===== config.mk =====
export PLATFORM = sky130hd
export DESIGN_NAME = mmss_countdown
export DESIGN_NICKNAME = d
export VERILOG_FILES = /design/src/rtl/mmss_pkg.sv /design/src/rtl/bcd_down_digit.sv /design/src/rtl/mmss_countdown.sv
export SDC_FILE = /design/constraint.sdc
export NUM_CORES = 1
export LEC_CHECK = 0
export ABC_AREA = 1
export BUFFER_PORTS_ARGS = -buffer_cell sky130_fd_sc_hd__buf_2
export CORE_MARGIN = 2
export CORE_UTILIZATION = 48
export DETAILED_ROUTE_END_ITERATION = 12
export PLACE_DENSITY = 0.83
export SYNTH_ARGS = -nofsm -noshare
export SYNTH_HDL_FRONTEND = slang
export SYNTH_SLANG_ARGS = --single-unit

===== constraint.sdc =====
create_clock -name clk -period 1.71 [get_ports clk]
set_input_delay 0.0855 -clock clk [delete_from_list [all_inputs] [get_ports clk]]
set_output_delay 0.0855 -clock clk [all_outputs]
set_load 0.02 [all_outputs]

===== src/rtl/mmss_pkg.sv =====
// Shared types and digit limits for the mm:ss countdown timer.
package mmss_pkg;

  // Default column limits: minutes span 00..99, seconds span 00..59
  localparam int unsigned MIN_TENS_MAX_DEF = 9;
  localparam int unsigned SEC_TENS_MAX_DEF = 5;
  localparam int unsigned UNITS_MAX_DEF    = 9;

  // One BCD digit
  typedef logic [3:0] digit_t;

  // Timer operating states
  typedef enum logic [1:0] {
    IDLE   = 2'd0,
    RUN    = 2'd1,
    PAUSED = 2'd2,
    DONE   = 2'd3
  } state_t;

  // Limit a preset digit to the largest value its column can hold
  function automatic digit_t clampDigit(input digit_t value, input digit_t maxVal);
    return (value > maxVal) ? maxVal : value;
  endfunction

endpackage


===== src/rtl/bcd_down_digit.sv =====
// Single BCD digit decrementer; chained least-significant first so a borrow
// ripples from seconds units up to minutes tens.
module bcd_down_digit
  import mmss_pkg::*;
(
  input  digit_t i_digit,
  input  logic   i_borrow,
  input  digit_t i_wrapMax,
  output digit_t o_digit,
  output logic   o_borrow
);

  // A borrow takes one off the digit, wrapping a zero digit to the column max
  always_comb begin
    o_digit = i_digit;
    if (i_borrow) begin
      o_digit = (i_digit == 4'd0) ? i_wrapMax : (i_digit - 4'd1);
    end
  end

  assign o_borrow = i_borrow && (i_digit == 4'd0);

endmodule


===== src/rtl/mmss_countdown.sv =====
// Four-digit BCD minutes:seconds countdown timer with load, start, pause,
// abort and a one-cycle expiry pulse.
module mmss_countdown
  import mmss_pkg::*;
#(
  parameter int unsigned MIN_TENS_MAX = MIN_TENS_MAX_DEF,
  parameter int unsigned SEC_TENS_MAX = SEC_TENS_MAX_DEF,
  parameter int unsigned UNITS_MAX    = UNITS_MAX_DEF
) (
  input  logic       clk,
  input  logic       rst,
  input  logic       tick,
  input  logic       load,
  input  logic       start,
  input  logic       pause,
  input  logic       abort,
  input  logic [3:0] pre_mt,
  input  logic [3:0] pre_mu,
  input  logic [3:0] pre_st,
  input  logic [3:0] pre_su,
  output logic [3:0] mt,
  output logic [3:0] mu,
  output logic [3:0] st,
  output logic [3:0] su,
  output logic       running,
  output logic       done,
  output logic       expired
);

  localparam digit_t MT_LIMIT    = digit_t'(MIN_TENS_MAX);
  localparam digit_t ST_LIMIT    = digit_t'(SEC_TENS_MAX);
  localparam digit_t UNITS_LIMIT = digit_t'(UNITS_MAX);

  state_t r_state;
  digit_t r_mt, r_mu, r_st, r_su;
  logic   r_running, r_done, r_expired;

  digit_t w_nextMt, w_nextMu, w_nextSt, w_nextSu;
  logic   w_borrowSu, w_borrowSt, w_borrowMu, w_borrowMt;
  digit_t w_loadMt, w_loadMu, w_loadSt, w_loadSu;
  logic   w_countNonZero, w_nextZero;
  logic   w_loadOk, w_pauseOk, w_startOk, w_tickOk;

  // Borrow chain: seconds units always borrows, so the chain yields count-1
  bcd_down_digit u_digitSu (
    .i_digit   (r_su),
    .i_borrow  (1'b1),
    .i_wrapMax (UNITS_LIMIT),
    .o_digit   (w_nextSu),
    .o_borrow  (w_borrowSu)
  );

  bcd_down_digit u_digitSt (
    .i_digit   (r_st),
    .i_borrow  (w_borrowSu),
    .i_wrapMax (ST_LIMIT),
    .o_digit   (w_nextSt),
    .o_borrow  (w_borrowSt)
  );

  bcd_down_digit u_digitMu (
    .i_digit   (r_mu),
    .i_borrow  (w_borrowSt),
    .i_wrapMax (UNITS_LIMIT),
    .o_digit   (w_nextMu),
    .o_borrow  (w_borrowMu)
  );

  bcd_down_digit u_digitMt (
    .i_digit   (r_mt),
    .i_borrow  (w_borrowMu),
    .i_wrapMax (MT_LIMIT),
    .o_digit   (w_nextMt),
    .o_borrow  (w_borrowMt)
  );

  assign w_loadMt = clampDigit(pre_mt, MT_LIMIT);
  assign w_loadMu = clampDigit(pre_mu, UNITS_LIMIT);
  assign w_loadSt = clampDigit(pre_st, ST_LIMIT);
  assign w_loadSu = clampDigit(pre_su, UNITS_LIMIT);

  assign w_countNonZero = (r_mt != 4'd0) || (r_mu != 4'd0) ||
                          (r_st != 4'd0) || (r_su != 4'd0);
  assign w_nextZero     = (w_nextMt == 4'd0) && (w_nextMu == 4'd0) &&
                          (w_nextSt == 4'd0) && (w_nextSu == 4'd0);

  // A command that its current state does not accept is treated as absent,
  // letting the next lower-priority command act in the same cycle.
  assign w_loadOk  = load  && (r_state != RUN);
  assign w_pauseOk = pause && (r_state == RUN);
  assign w_startOk = start && ((r_state == IDLE) || (r_state == PAUSED)) && w_countNonZero;
  // A borrow out of minutes tens would mean wrapping below 00:00; never commit it
  assign w_tickOk  = tick  && (r_state == RUN) && !w_borrowMt;

  // Timer FSM: priority abort > load > pause > start > tick, all outputs registered
  always_ff @(posedge clk or posedge rst) begin
    if (rst) begin
      r_state   <= IDLE;
      r_mt      <= 4'd0;
      r_mu      <= 4'd0;
      r_st      <= 4'd0;
      r_su      <= 4'd0;
      r_running <= 1'b0;
      r_done    <= 1'b0;
      r_expired <= 1'b0;
    end else begin
      r_done <= 1'b0;
      if (abort) begin
        r_state   <= IDLE;
        r_mt      <= 4'd0;
        r_mu      <= 4'd0;
        r_st      <= 4'd0;
        r_su      <= 4'd0;
        r_running <= 1'b0;
        r_expired <= 1'b0;
      end else if (w_loadOk) begin
        r_state   <= IDLE;
        r_mt      <= w_loadMt;
        r_mu      <= w_loadMu;
        r_st      <= w_loadSt;
        r_su      <= w_loadSu;
        r_running <= 1'b0;
        r_expired <= 1'b0;
      end else if (w_pauseOk) begin
        r_state   <= PAUSED;
        r_running <= 1'b0;
      end else if (w_startOk) begin
        r_state   <= RUN;
        r_running <= 1'b1;
      end else if (w_tickOk) begin
        r_mt <= w_nextMt;
        r_mu <= w_nextMu;
        r_st <= w_nextSt;
        r_su <= w_nextSu;
        if (w_nextZero) begin
          r_state   <= DONE;
          r_running <= 1'b0;
          r_done    <= 1'b1;
          r_expired <= 1'b1;
        end
      end
    end
  end

  assign mt      = r_mt;
  assign mu      = r_mu;
  assign st      = r_st;
  assign su      = r_su;
  assign running = r_running;
  assign done    = r_done;
  assign expired = r_expired;

endmodule

After elaboration in Yosys (flattened, before gate mapping)
Index checks and enable logic that the tools add are counted.
{"block": "classes", "addsub": 4, "eq_ne": 5, "n_mux": 55, "n_lt_le_gt_ge": 4, "reduce_logical": 37}
{"operator": "2-to-1 mux 4 bit", "count": 31}
{"operator": "logical NOT 4 bit", "count": 8}
{"operator": "2-to-1 mux 1 bit", "count": 18}
{"operator": "nonzero test 4 bit", "count": 4}
{"operator": "subtractor 4 x 1 -> 4 bit (second input constant)", "count": 4}
{"operator": "greater-than comparator 4 bit (second input constant)", "count": 3}
{"operator": "logical AND 1 bit", "count": 12}
{"operator": "2-to-1 mux 2 bit", "count": 6}
{"operator": "nonzero test 5 bit", "count": 2}
{"operator": "inequality test 3 bit (second input constant)", "count": 2}
{"operator": "nonzero test 3 bit", "count": 2}
{"operator": "greater-than comparator 4 x 3 -> 1 bit (second input constant)", "count": 1}
{"operator": "logical OR 1 bit", "count": 4}
{"operator": "AND reduction 4 bit", "count": 1}
{"operator": "AND reduction 3 bit", "count": 1}
{"operator": "== test 2 x 1 -> 1 bit (second input constant)", "count": 1}
{"operator": "== test 2 bit (second input constant)", "count": 1}
{"operator": "logical NOT 2 bit", "count": 1}
{"operator": "inequality test 2 x 1 -> 1 bit (second input constant)", "count": 1}
{"operator": "AND reduction 2 bit", "count": 1}
{"operator": "logical NOT 1 bit", "count": 1}
{"block": "totals", "reg_bits": 21, "out_inout_bits": 19, "inputBits": 23}

Longest topological paths before layout
Gate-level depths: netlist of the first run.
{"block": "logic_depth", "word_depth": 14, "depth_mapped": 16, "ltp_nobuf": 16}

Cells and area by module
Synthesis of the first run repeated with hierarchy kept, for this count alone.
{"block": "hier_totals", "hier_cells": 323, "hier_area_um2": 1943.1}
{"mod": "mmss_countdown", "cells_per_inst": 175, "seq_area_each_um2": 525.5, "area_each_um2": 1272.5, "instances": 1}
{"mod": "bcd_down_digit", "cells_per_inst": 37, "seq_area_each_um2": 0.0, "area_each_um2": 167.7, "instances": 4}

Least setup slack after synthesis of the first run
No wires, ideal clock.
{"block": "synth_path", "path_kind": "flip-flop to flip-flop", "start": "reg r_su[1], in the netlist su[1]", "end": "reg r_mu[0], in the netlist mu[0]", "path_stages_with_launch": 10, "t_arrival_ps": 1612, "t_required_ps": 1575, "slack_ps": -36, "setup_time_ps": 135, "path_cell_list": "dfrtp_1 > nor2_4 > nand2_4 > nor2_8 > nand3_4 > nand3_2 > nand3b_4 > nand2_8 > buf_12 > o22ai_2"}
{"block": "synth_between", "elab_chain_cells": 8}
{"element": "start: declaration", "line": "mmss_countdown.sv:35", "rtl": "digit_t r_mt, r_mu, r_st, r_su;"}
{"element": "start signal: assignment", "line": "mmss_countdown.sv:121", "rtl": "r_su <= w_loadSu;"}
{"element": "start signal: assignment", "line": "mmss_countdown.sv:134", "rtl": "r_su <= w_nextSu;"}
{"element": "logical NOT 4 bit", "line": "bcd_down_digit.sv:21", "rtl": "assign o_borrow = i_borrow && (i_digit == 4'd0);"}
{"element": "logical AND 1 bit", "line": "bcd_down_digit.sv:21"}
{"element": "2-to-1 mux 4 bit / logical AND 1 bit (equally long branches)", "line": "bcd_down_digit.sv:16, bcd_down_digit.sv:21"}
{"element": "2-to-1 mux 4 bit / logical AND 1 bit (equally long branches)", "line": "mmss_countdown.sv:130, bcd_down_digit.sv:21"}
{"element": "2-to-1 mux 4 bit / logical NOT 1 bit (equally long branches)", "line": "mmss_countdown.sv:127, mmss_countdown.sv:93"}
{"element": "2-to-1 mux 4 bit / logical AND 1 bit (equally long branches)", "line": "mmss_countdown.sv:124, mmss_countdown.sv:93"}
{"element": "2-to-1 mux 4 bit / nonzero test 3 bit (equally long branches)"}
{"element": "2-to-1 mux 4 bit / AND reduction 3 bit (equally long branches)"}
{"element": "end signal: assignment", "line": "mmss_countdown.sv:119", "rtl": "r_mu <= w_loadMu;"}
{"element": "end signal: assignment", "line": "mmss_countdown.sv:132", "rtl": "r_mu <= w_nextMu;"}
{"element": "end: declaration", "line": "mmss_countdown.sv:35"}
Parallel ways exist; a longest one is shown, timed or not. The select of a mux whose other input is x is not followed.
A chain may end at the register's enable or synchronous reset.

Worst setup path after layout of the first run
{"block": "layout_path", "start": "reg r_su[2], in the netlist su[2]", "end": "reg r_mu[3], in the netlist mu[3]"}
The elaborated chain is that of the path after synthesis.

==> results of run 1 <==
layout make-up:
type	count	area, um2	share of cell area [%]
Clock buffer	3	22.5	1.00
Tap cell	46	57.6	2.56
Multi-Input combinational cell	156	991	44.1
Inverter	35	131	5.85
Timing Repair Buffer	77	507	22.6
Clock inverter	1	5.00	0.223
Sequential cell	21	531	23.6
worst max-delay path by stage:
| stage | end | cells past startpoint | slack [ns] | from |
|---|---|---|---|---|
| after floorplan | mu[0]$_DFFE_PP0P_ | 10 | 0.005 | mt[0]$_DFFE_PP0P_ |
| after global placement | mu[3]$_DFFE_PP0P_ | 9 | -0.02 | st[2]$_DFFE_PP0P_ |
| after detailed placement | mu[3]$_DFFE_PP0P_ | 9 | -0.09 | st[2]$_DFFE_PP0P_ |
| after CTS | mt[1]$_DFFE_PP0P_ | 10 | -0.01 | st[1]$_DFFE_PP0P_ |
| after global routing | r_state[0]$_DFFE_PP0P_ | 11 | -0.24 | su[2]$_DFFE_PP0P_ |
| final | mu[3]$_DFFE_PP0P_ | 9 | -0.07 | su[2]$_DFFE_PP0P_ |
through the flow:
step,cell area [um2],total power (W),util [%],std cells
2_1_floorplan,1650,0.00164,-,215
3_3_place_gp,2060,0.00205,62.2,322
3_5_place_dp,2060,0.00208,62.2,322
4_1_cts,2210,0.00243,66.9,336
5_1_grt,2240,0.00269,67.8,339
6_report,2240,0.00252,67.8,339
logic make-up (layout without fill, tap and decap cells):
family,Yosys count,count (layout)
simple gates,111,112
buf+inv,39,116
xor+xnor,4,4
flops,21,21
fa+ha+maj,1,1
compound gates,39,39
placed cells by master, fill, tap and decap left out, drive strengths merged, types with 2 or more instances in the layout:
master	instances
nor2	26
o211ai	2
o21bai	2
a32oi	2
nand2	51
o21ai	15
inv	35
clkbuf	3
xor2	3
buf	76
nand3b	2
nand3	24
dfrtp	21
nor3	3
nand4	6
o22ai	10
a21oi	3
flip-flops by register name (all words and copies together), names as in the netlist:
name,flops
r_state,2
mu,4
mt,4
expired,1
su,4
st,4
running,1
done,1
routing by layer:
metal | vias to the layer above | part of all wire [%] | track usage [%]
met5 | - | 0 | 0
met4 | 0 | 2.8 | 12.5
met3 | 23 | 6.0 | 3.24
met2 | 91 | 52 | 44.6
met1 | 839 | 40 | 28.6
li1 | 877 | - | -
power by group through the flow:
| stage | sequential (W) | clock, W | combinational [W] |
|---|---|---|---|
| 3_3_place_gp | 0.000646 | 0 | 0.00140 |
| 2_1_floorplan | 0.000770 | 0 | 0.000867 |
| 5_1_grt | 0.000658 | 0.000277 | 0.00175 |
| 4_1_cts | 0.000645 | 0.000257 | 0.00153 |
| 6_report | 0.000647 | 0.000258 | 0.00161 |
| 3_5_place_dp | 0.000651 | 0 | 0.00143 |
worst min-delay path: cells and delay by family:
family / cells / cell delay, ns
buffers and inverters: 1 / 0.09
and+or+nand+nor: 2 / 0.17
what timing repair did:
item	4_1_cts	5_1_grt
endpoints found under the setup margin	20	21
gates resized for setup	8	2
hold buffers	1	0
cloned	1	0
pin swaps	7	2
buffers inserted	8	3
endpoints found under the hold margin	21	0
==> impl_metrics.prom, run 1 <==
# TYPE chip_impl_metric gauge
chip_impl_metric{name="number_of_enable_type_register_cells_in_the_synthesized_netlist",unit=""} 0
chip_impl_metric{name="reg2reg_slack",unit="ns"} -0.07
chip_impl_info{name="status",value="finished, violations left"} 1
chip_impl_metric{name="post_synthesis_xor_xnor_area_fraction",unit="%"} 2.13
chip_impl_metric{name="cts.sinks",unit=""} 21
chip_impl_metric{name="arrival",unit="ns"} 2.03
chip_impl_metric{name="synth_area_per_cell",unit="um2"} 7.64
chip_impl_metric{name="floorplan.io_pins",unit=""} 42
chip_impl_metric{name="globalplace.congestion",unit=""} 0.876
chip_impl_metric{name="timing.final.crit_period",unit="ns"} 1.78
chip_impl_metric{name="cts-root-to-sink-buffers",unit=""} 2
chip_impl_metric{name="drive_gt1_share",unit="%"} 41.0
chip_impl_metric{name="critical_path.max_fanout",unit=""} 10
chip_impl_metric{name="clkTransAtPathRegs",unit="ns"} 0.13
chip_impl_metric{name="wl_per_cell",unit="um"} 14.3
chip_impl_metric{name="finalCritPeriodShare",unit="%"} 104
chip_impl_metric{name="synthSimpleGateAreaFrac",unit="%"} 36.7
chip_impl_metric{name="switchingPower",unit="W"} 0.00118
chip_impl_metric{name="yosys_warnings",unit=""} 0
chip_impl_metric{name="n_fill_cell",unit=""} 293
chip_impl_metric{name="synth_fp_nets",unit=""} 239
chip_impl_info{name="violations",value="setup timing"} 1
chip_impl_metric{name="drv_cap",unit=""} 0
chip_impl_metric{name="floorplan.die.height",unit="um"} 62.5
chip_impl_info{name="synth_flop_type",value="dfrtp_1"} 1
chip_impl_metric{name="die-width",unit="um"} 62.5
chip_impl_metric{name="floorplan.initialDensity",unit="%"} 49.6
chip_impl_info{name="type_of_element_capturing_the_critical_path",value="register"} 1
chip_impl_metric{name="yosysUniqueCellTypes",unit=""} 38
chip_impl_metric{name="wl",unit="um"} 4840
chip_impl_metric{name="h-tree-depth",unit=""} 1
chip_impl_info{name="clock_tree.root_cell",value="clkbuf_4"} 1
chip_impl_metric{name="design.final.nets",unit=""} 318
chip_impl_metric{name="global_route.usage.total",unit="%"} 24.8
chip_impl_metric{name="drt_pass1_iterations",unit=""} 4
chip_impl_metric{name="power-per-cell-area",unit="nW/um2"} 1120
chip_impl_metric{name="final.hold.worst_slack",unit="ns"} 0.0545
chip_impl_info{name="yosysMostFrequentCell",value="nand2_1"} 1
chip_impl_metric{name="post_drt_via_cell_ratio",unit=""} 5.40
chip_impl_info{name="path_delay_family",value="simple AND/OR/NAND/NOR gates"} 1
chip_impl_metric{name="clkPwrFrac",unit="%"} 10.2
chip_impl_metric{name="vias",unit=""} 1830
chip_impl_metric{name="finalSetupViolCount",unit=""} 19
chip_impl_info{name="setup.worst_path.start_class",value="register"} 1
chip_impl_metric{name="tns_setup",unit="ns"} -0.774
chip_impl_metric{name="total_congestion_overflow_after_global_routing",unit=""} 0
chip_impl_info{name="dominant_combinational_cell_family_by_area_after_synthesis",value="simple AND/OR/NAND/NOR gates"} 1
chip_impl_metric{name="yosys_register_bits",unit=""} 21
chip_impl_info{name="grt_setup_unrepaired",value="true"} 1
chip_impl_metric{name="compound_gate_fraction_of_synth_area",unit="%"} 18.4
chip_impl_metric{name="route.detailed.drc",unit=""} 0
chip_impl_metric{name="area_growth",unit="%"} 36.7
chip_impl_info{name="cells_taking_the_most_area_after_synthesis",value="dfrtp_1 (32%), nand2_1 (9.8%), inv_1 (7.8%), o22ai_2 (6.9%), nand3_1 (6.7%)"} 1
chip_impl_metric{name="yosysTopAreaCellShare",unit="%"} 32.0
chip_impl_metric{name="drt.antenna.violating_nets",unit=""} 0
chip_impl_metric{name="postSynth.asyncResetShare",unit="%"} 100
chip_impl_metric{name="final_max_slew_violation_count",unit=""} 0
chip_impl_metric{name="synth_adder_area_share",unit="%"} 0.762
chip_impl_info{name="reg2reg_to",value="mu[3]$_DFFE_PP0P_"} 1
chip_impl_metric{name="share_comb_of_total_power",unit="%"} 64.1
chip_impl_metric{name="power.share.switching",unit="%"} 47.0
chip_impl_metric{name="antenna_found_initial",unit=""} 0
chip_impl_metric{name="syn-instance-count",unit=""} 215
chip_impl_metric{name="timing.critical_path.buf_inv",unit=""} 0
chip_impl_metric{name="cellLeakagePower",unit="nW"} 1.19
chip_impl_metric{name="pin_count_of_the_biggest_net_entering_global_routing",unit=""} 22
chip_impl_metric{name="detailed_place_hpwl",unit="um"} 3350
chip_impl_metric{name="rows",unit=""} 21
chip_impl_info{name="cts_tree",value="yes"} 1
chip_impl_metric{name="muxShareOfSynthArea",unit="%"} 0
chip_impl_metric{name="clock_latency",unit="ns"} 0.32
chip_impl_metric{name="cts-buffers-inserted",unit=""} 3
chip_impl_metric{name="dp_slack",unit="ns"} -0.0904
chip_impl_metric{name="hold_depth",unit=""} 3
chip_impl_metric{name="r2r_cells",unit=""} 9
chip_impl_metric{name="pwr-share-seq",unit="%"} 25.7
chip_impl_metric{name="cp_data_required_time",unit="ns"} 1.96
chip_impl_info{name="hp-class",value="in -> reg"} 1
chip_impl_metric{name="hold_viol_final",unit=""} 0
chip_impl_metric{name="detail_route.iter0.violations",unit=""} 142
chip_impl_info{name="worstHoldEndpoint",value="mt[1]$_DFFE_PP0P_"} 1
chip_impl_metric{name="synth-seq-area-share",unit="%"} 32.0
chip_impl_metric{name="tightestPinTransition",unit="ns"} 0.310
chip_impl_metric{name="cell_internal_pwr",unit="W"} 0.00133
chip_impl_metric{name="post_synth_instance_area",unit="um2"} 1640
chip_impl_metric{name="place.port_buffers",unit=""} 41
chip_impl_info{name="crit_chain",value="nor2_4 -> nand2_4 -> nor2_8 -> nand3_4 -> nand3_4 -> nand3b_4 -> nand2_8 -> nand2_8 -> o21ai_2"} 1
chip_impl_metric{name="wire_length_of_the_first_global_routing_pass",unit="um"} 7800
chip_impl_metric{name="core",unit="um2"} 3310
chip_impl_metric{name="clock_skew",unit="ns"} 0.00407
chip_impl_info{name="worst_hold_startpoint",value="pre_mt[1]"} 1
chip_impl_metric{name="antenna_cells",unit=""} 0
chip_impl_metric{name="first_global_vias",unit=""} 1784
chip_impl_info{name="yosysTopAreaCell",value="dfrtp_1"} 1
chip_impl_metric{name="postLayoutSetupSlackWorst",unit="ns"} -0.0692
chip_impl_metric{name="maxClockFrequency",unit="MHz"} 562
chip_impl_metric{name="rel_slew_slack",unit="%"} 79.3
chip_impl_info{name="critPathKind",value="reg -> reg"} 1
chip_impl_info{name="worst_reg2reg_startpoint",value="su[2]$_DFFE_PP0P_"} 1
chip_impl_info{name="synth.top_cells.by_count",value="nand2_1 (43), inv_1 (34), nand3_1 (22), dfrtp_1 (21), nor2_1 (20)"} 1
chip_impl_metric{name="dieArea",unit="um2"} 3900
chip_impl_metric{name="ir_worst_vdd",unit="mV"} 0.617
chip_impl_metric{name="crit_path_max_incr_delay",unit="ns"} 0.45
chip_impl_info{name="cpMaxStageDelayCell",value="dfrtp_2"} 1
Note: power is estimated with default switching activity, not from simulation.
==> inputs of run 2 (changes only) <==
--- a/config.mk
+++ b/config.mk
@@ -7,10 +7,12 @@
 export LEC_CHECK = 0
 export ABC_AREA = 1
 export BUFFER_PORTS_ARGS = -buffer_cell sky130_fd_sc_hd__buf_2
+export CELL_PAD_IN_SITES_DETAIL_PLACEMENT = 0
+export CELL_PAD_IN_SITES_GLOBAL_PLACEMENT = 1
 export CORE_MARGIN = 2
-export CORE_UTILIZATION = 48
+export CORE_UTILIZATION = 34
 export DETAILED_ROUTE_END_ITERATION = 12
-export PLACE_DENSITY = 0.83
+export PLACE_DENSITY = 0.82
 export SYNTH_ARGS = -nofsm -noshare
 export SYNTH_HDL_FRONTEND = slang
 export SYNTH_SLANG_ARGS = --single-unit
==> impl_metrics.prom, run 2 (same netlist as run 1, synthesis figures left out) <==
# TYPE chip_impl_metric gauge
chip_impl_info{name="status",value="finished, violations left"} 1
chip_impl_info{name="violations",value="setup timing"} 1
chip_impl_metric{name="cts-buffers-inserted",unit=""} 3
chip_impl_metric{name="cp_data_required_time",unit="ns"} 1.91
chip_impl_metric{name="globalplace.congestion",unit=""} 0.876
chip_impl_metric{name="vias",unit=""} 1791
chip_impl_metric{name="power.share.switching",unit="%"} 45.9
chip_impl_metric{name="clkPwrFrac",unit="%"} 12.7
chip_impl_metric{name="antenna_found_initial",unit=""} 0
chip_impl_info{name="setup.worst_path.start_class",value="register"} 1
chip_impl_info{name="critPathKind",value="reg -> reg"} 1
chip_impl_metric{name="timing.critical_path.buf_inv",unit=""} 1
chip_impl_metric{name="clock_latency",unit="ns"} 0.27
chip_impl_info{name="worst_reg2reg_startpoint",value="su[0]$_DFFE_PP0P_"} 1
chip_impl_info{name="cts_tree",value="yes"} 1
chip_impl_metric{name="post-route-util",unit="%"} 50.9
chip_impl_metric{name="first_global_vias",unit=""} 1775
chip_impl_metric{name="post_drt_via_cell_ratio",unit=""} 5.06
chip_impl_metric{name="drt_pass1_iterations",unit=""} 4
chip_impl_metric{name="clkTransAtPathRegs",unit="ns"} 0.08
chip_impl_metric{name="h-tree-depth",unit=""} 1
chip_impl_metric{name="tns_setup",unit="ns"} -0.360
chip_impl_info{name="grt_setup_unrepaired",value="true"} 1
chip_impl_metric{name="power-per-cell-area",unit="nW/um2"} 1160
chip_impl_metric{name="hold_viol_final",unit=""} 0
chip_impl_metric{name="floorplan.io_pins",unit=""} 42
chip_impl_metric{name="global_route.usage.total",unit="%"} 19.4
chip_impl_metric{name="cell_internal_pwr",unit="W"} 0.00150
chip_impl_metric{name="final.hold.worst_slack",unit="ns"} 0.101
chip_impl_metric{name="detailed_place_hpwl",unit="um"} 3570
chip_impl_metric{name="antenna_cells",unit=""} 0
chip_impl_info{name="clock_tree.root_cell",value="clkbuf_8"} 1
chip_impl_info{name="type_of_element_capturing_the_critical_path",value="register"} 1
chip_impl_metric{name="pin_count_of_the_biggest_net_entering_global_routing",unit=""} 22
chip_impl_metric{name="rel_slew_slack",unit="%"} 66.5
chip_impl_metric{name="clock_skew",unit="ns"} 0.00166
chip_impl_metric{name="floorplan.die.height",unit="um"} 73.5
chip_impl_metric{name="postLayoutSetupSlackWorst",unit="ns"} -0.0685
chip_impl_metric{name="multi_input_area",unit="um2"} 1070
chip_impl_metric{name="detail_route.iter0.violations",unit=""} 114
chip_impl_metric{name="share_comb_of_total_power",unit="%"} 63.9
chip_impl_metric{name="dieArea",unit="um2"} 5400
chip_impl_info{name="crit_start",value="su[0]$_DFFE_PP0P_"} 1
chip_impl_info{name="hp-class",value="in -> reg"} 1
chip_impl_metric{name="wl",unit="um"} 5020
chip_impl_info{name="cpMaxStageDelayCell",value="dfrtp_2"} 1
chip_impl_metric{name="route.detailed.drc",unit=""} 0
chip_impl_metric{name="ff_latch_area",unit="um2"} 531
chip_impl_metric{name="wire_length_of_the_first_global_routing_pass",unit="um"} 8160
chip_impl_metric{name="design.final.nets",unit=""} 325
chip_impl_metric{name="maxClockFrequency",unit="MHz"} 562
chip_impl_metric{name="finalCritPeriodShare",unit="%"} 104
chip_impl_metric{name="arrival",unit="ns"} 1.98
chip_impl_metric{name="timing.final.crit_period",unit="ns"} 1.78
chip_impl_metric{name="ir_worst_vdd",unit="mV"} 0.559
chip_impl_metric{name="switchingPower",unit="W"} 0.00127
chip_impl_metric{name="place.port_buffers",unit=""} 41
chip_impl_metric{name="cp_num_cells",unit=""} 9
chip_impl_metric{name="drive_gt1_share",unit="%"} 44.7
chip_impl_metric{name="pwr-share-seq",unit="%"} 23.3
chip_impl_metric{name="drv_cap",unit=""} 0
chip_impl_info{name="layout_common_cells",value="buf_2 (41), nand2_1 (39), buf_4 (32)"} 1
chip_impl_metric{name="rows",unit=""} 25
chip_impl_metric{name="tightestPinTransition",unit="ns"} 0.502
chip_impl_metric{name="drt.antenna.violating_nets",unit=""} 0
chip_impl_info{name="path_delay_family",value="simple AND/OR/NAND/NOR gates"} 1
chip_impl_metric{name="cts-root-to-sink-buffers",unit=""} 2
chip_impl_metric{name="core",unit="um2"} 4690
chip_impl_metric{name="hold_depth",unit=""} 3
chip_impl_metric{name="finalSetupViolCount",unit=""} 13
chip_impl_info{name="crit_chain",value="nor2_4 -> nand2_4 -> nor2_8 -> nand3_4 -> nand2_2 -> nand3b_4 -> nand2_8 -> buf_12 -> o22ai_4"} 1
chip_impl_info{name="worst_hold_startpoint",value="start"} 1
chip_impl_metric{name="area_growth",unit="%"} 45.5
chip_impl_metric{name="die-width",unit="um"} 73.5
chip_impl_metric{name="floorplan.initialDensity",unit="%"} 35.0
chip_impl_metric{name="final_max_slew_violation_count",unit=""} 0
chip_impl_info{name="mostFrequentLayoutCell",value="buf_2"} 1
chip_impl_metric{name="cellLeakagePower",unit="nW"} 1.23
chip_impl_metric{name="crit_path_max_incr_delay",unit="ns"} 0.44
chip_impl_metric{name="wl_per_cell",unit="um"} 14.2
chip_impl_metric{name="cts.sinks",unit=""} 21
chip_impl_metric{name="r2r_cells",unit=""} 9
chip_impl_metric{name="n_fill_cell",unit=""} 463
chip_impl_metric{name="total_congestion_overflow_after_global_routing",unit=""} 0
chip_impl_metric{name="critical_path.max_fanout",unit=""} 7
-- run 2: per-stage QoR --
step / power (W) / std cells / area, um2 / worst slack, ns
floorplan: 0.00164 / 215 / 1650 / 0.00533
global placement: 0.00214 / 336 / 2110 / -0.0161
detailed placement: 0.00215 / 336 / 2110 / -0.0356
CTS: 0.00261 / 350 / 2260 / 0.00812
global route: 0.00296 / 354 / 2390 / -0.200
finish: 0.00277 / 354 / 2390 / -0.0685
-- run 2: power groups by stage --
stage | combinational, W | clock (W) | sequential [W]
2_1_floorplan | 0.000867 | 0 | 0.000770
3_3_place_gp | 0.00149 | 0 | 0.000643
3_5_place_dp | 0.00150 | 0 | 0.000647
4_1_cts | 0.00161 | 0.000352 | 0.000642
5_1_grt | 0.00194 | 0.000371 | 0.000656
6_report | 0.00177 | 0.000352 | 0.000646
-- run 2: layer usage --
metal / GRT usage [%] / vias up / part of all wire [%]
met5: 0 / - / 0
met4: 6.67 / 0 / 2.2
met3: 2.19 / 11 / 5.2
met2: 31.8 / 55 / 49
met1: 26.4 / 828 / 43
li1: - / 897 / -
-- run 2: worst paths after layout --
check,endpoint,slack (ns)
max,su[3]$_DFFE_PP0P_,-0.07
min,running$_DFFE_PP0P_,0.10
min reg2reg,expired$_DFFE_PP0P_,0.50
max in group asynchronous,mt[0]$_DFFE_PP0P_,1.09
max reg2reg,su[3]$_DFFE_PP0P_,-0.07
min in group asynchronous,st[3]$_DFFE_PP0P_,0.37
-- run 2: layout make-up --
type | instances | share of cell area (%)
clock buffer | 4 | 1.89
inverter | 35 | 5.50
multi-input combinational | 159 | 44.8
sequential | 21 | 22.2
tap | 54 | 2.83
timing repair buffer | 81 | 22.7
-- run 2: tightest hold or removal path, stage by stage --
cell and delay [ns]:
buf_2 0.11, nand4_1 0.09, nand2_1 0.05
-- run 2: what timing repair did --
action	CTS	global route
buffers inserted	7	2
gates resized for setup	4	22
endpoints found under the setup margin	16	20
cloned	2	2
endpoints found under the hold margin	21	0
pin swaps	2	12
hold buffers	1	0
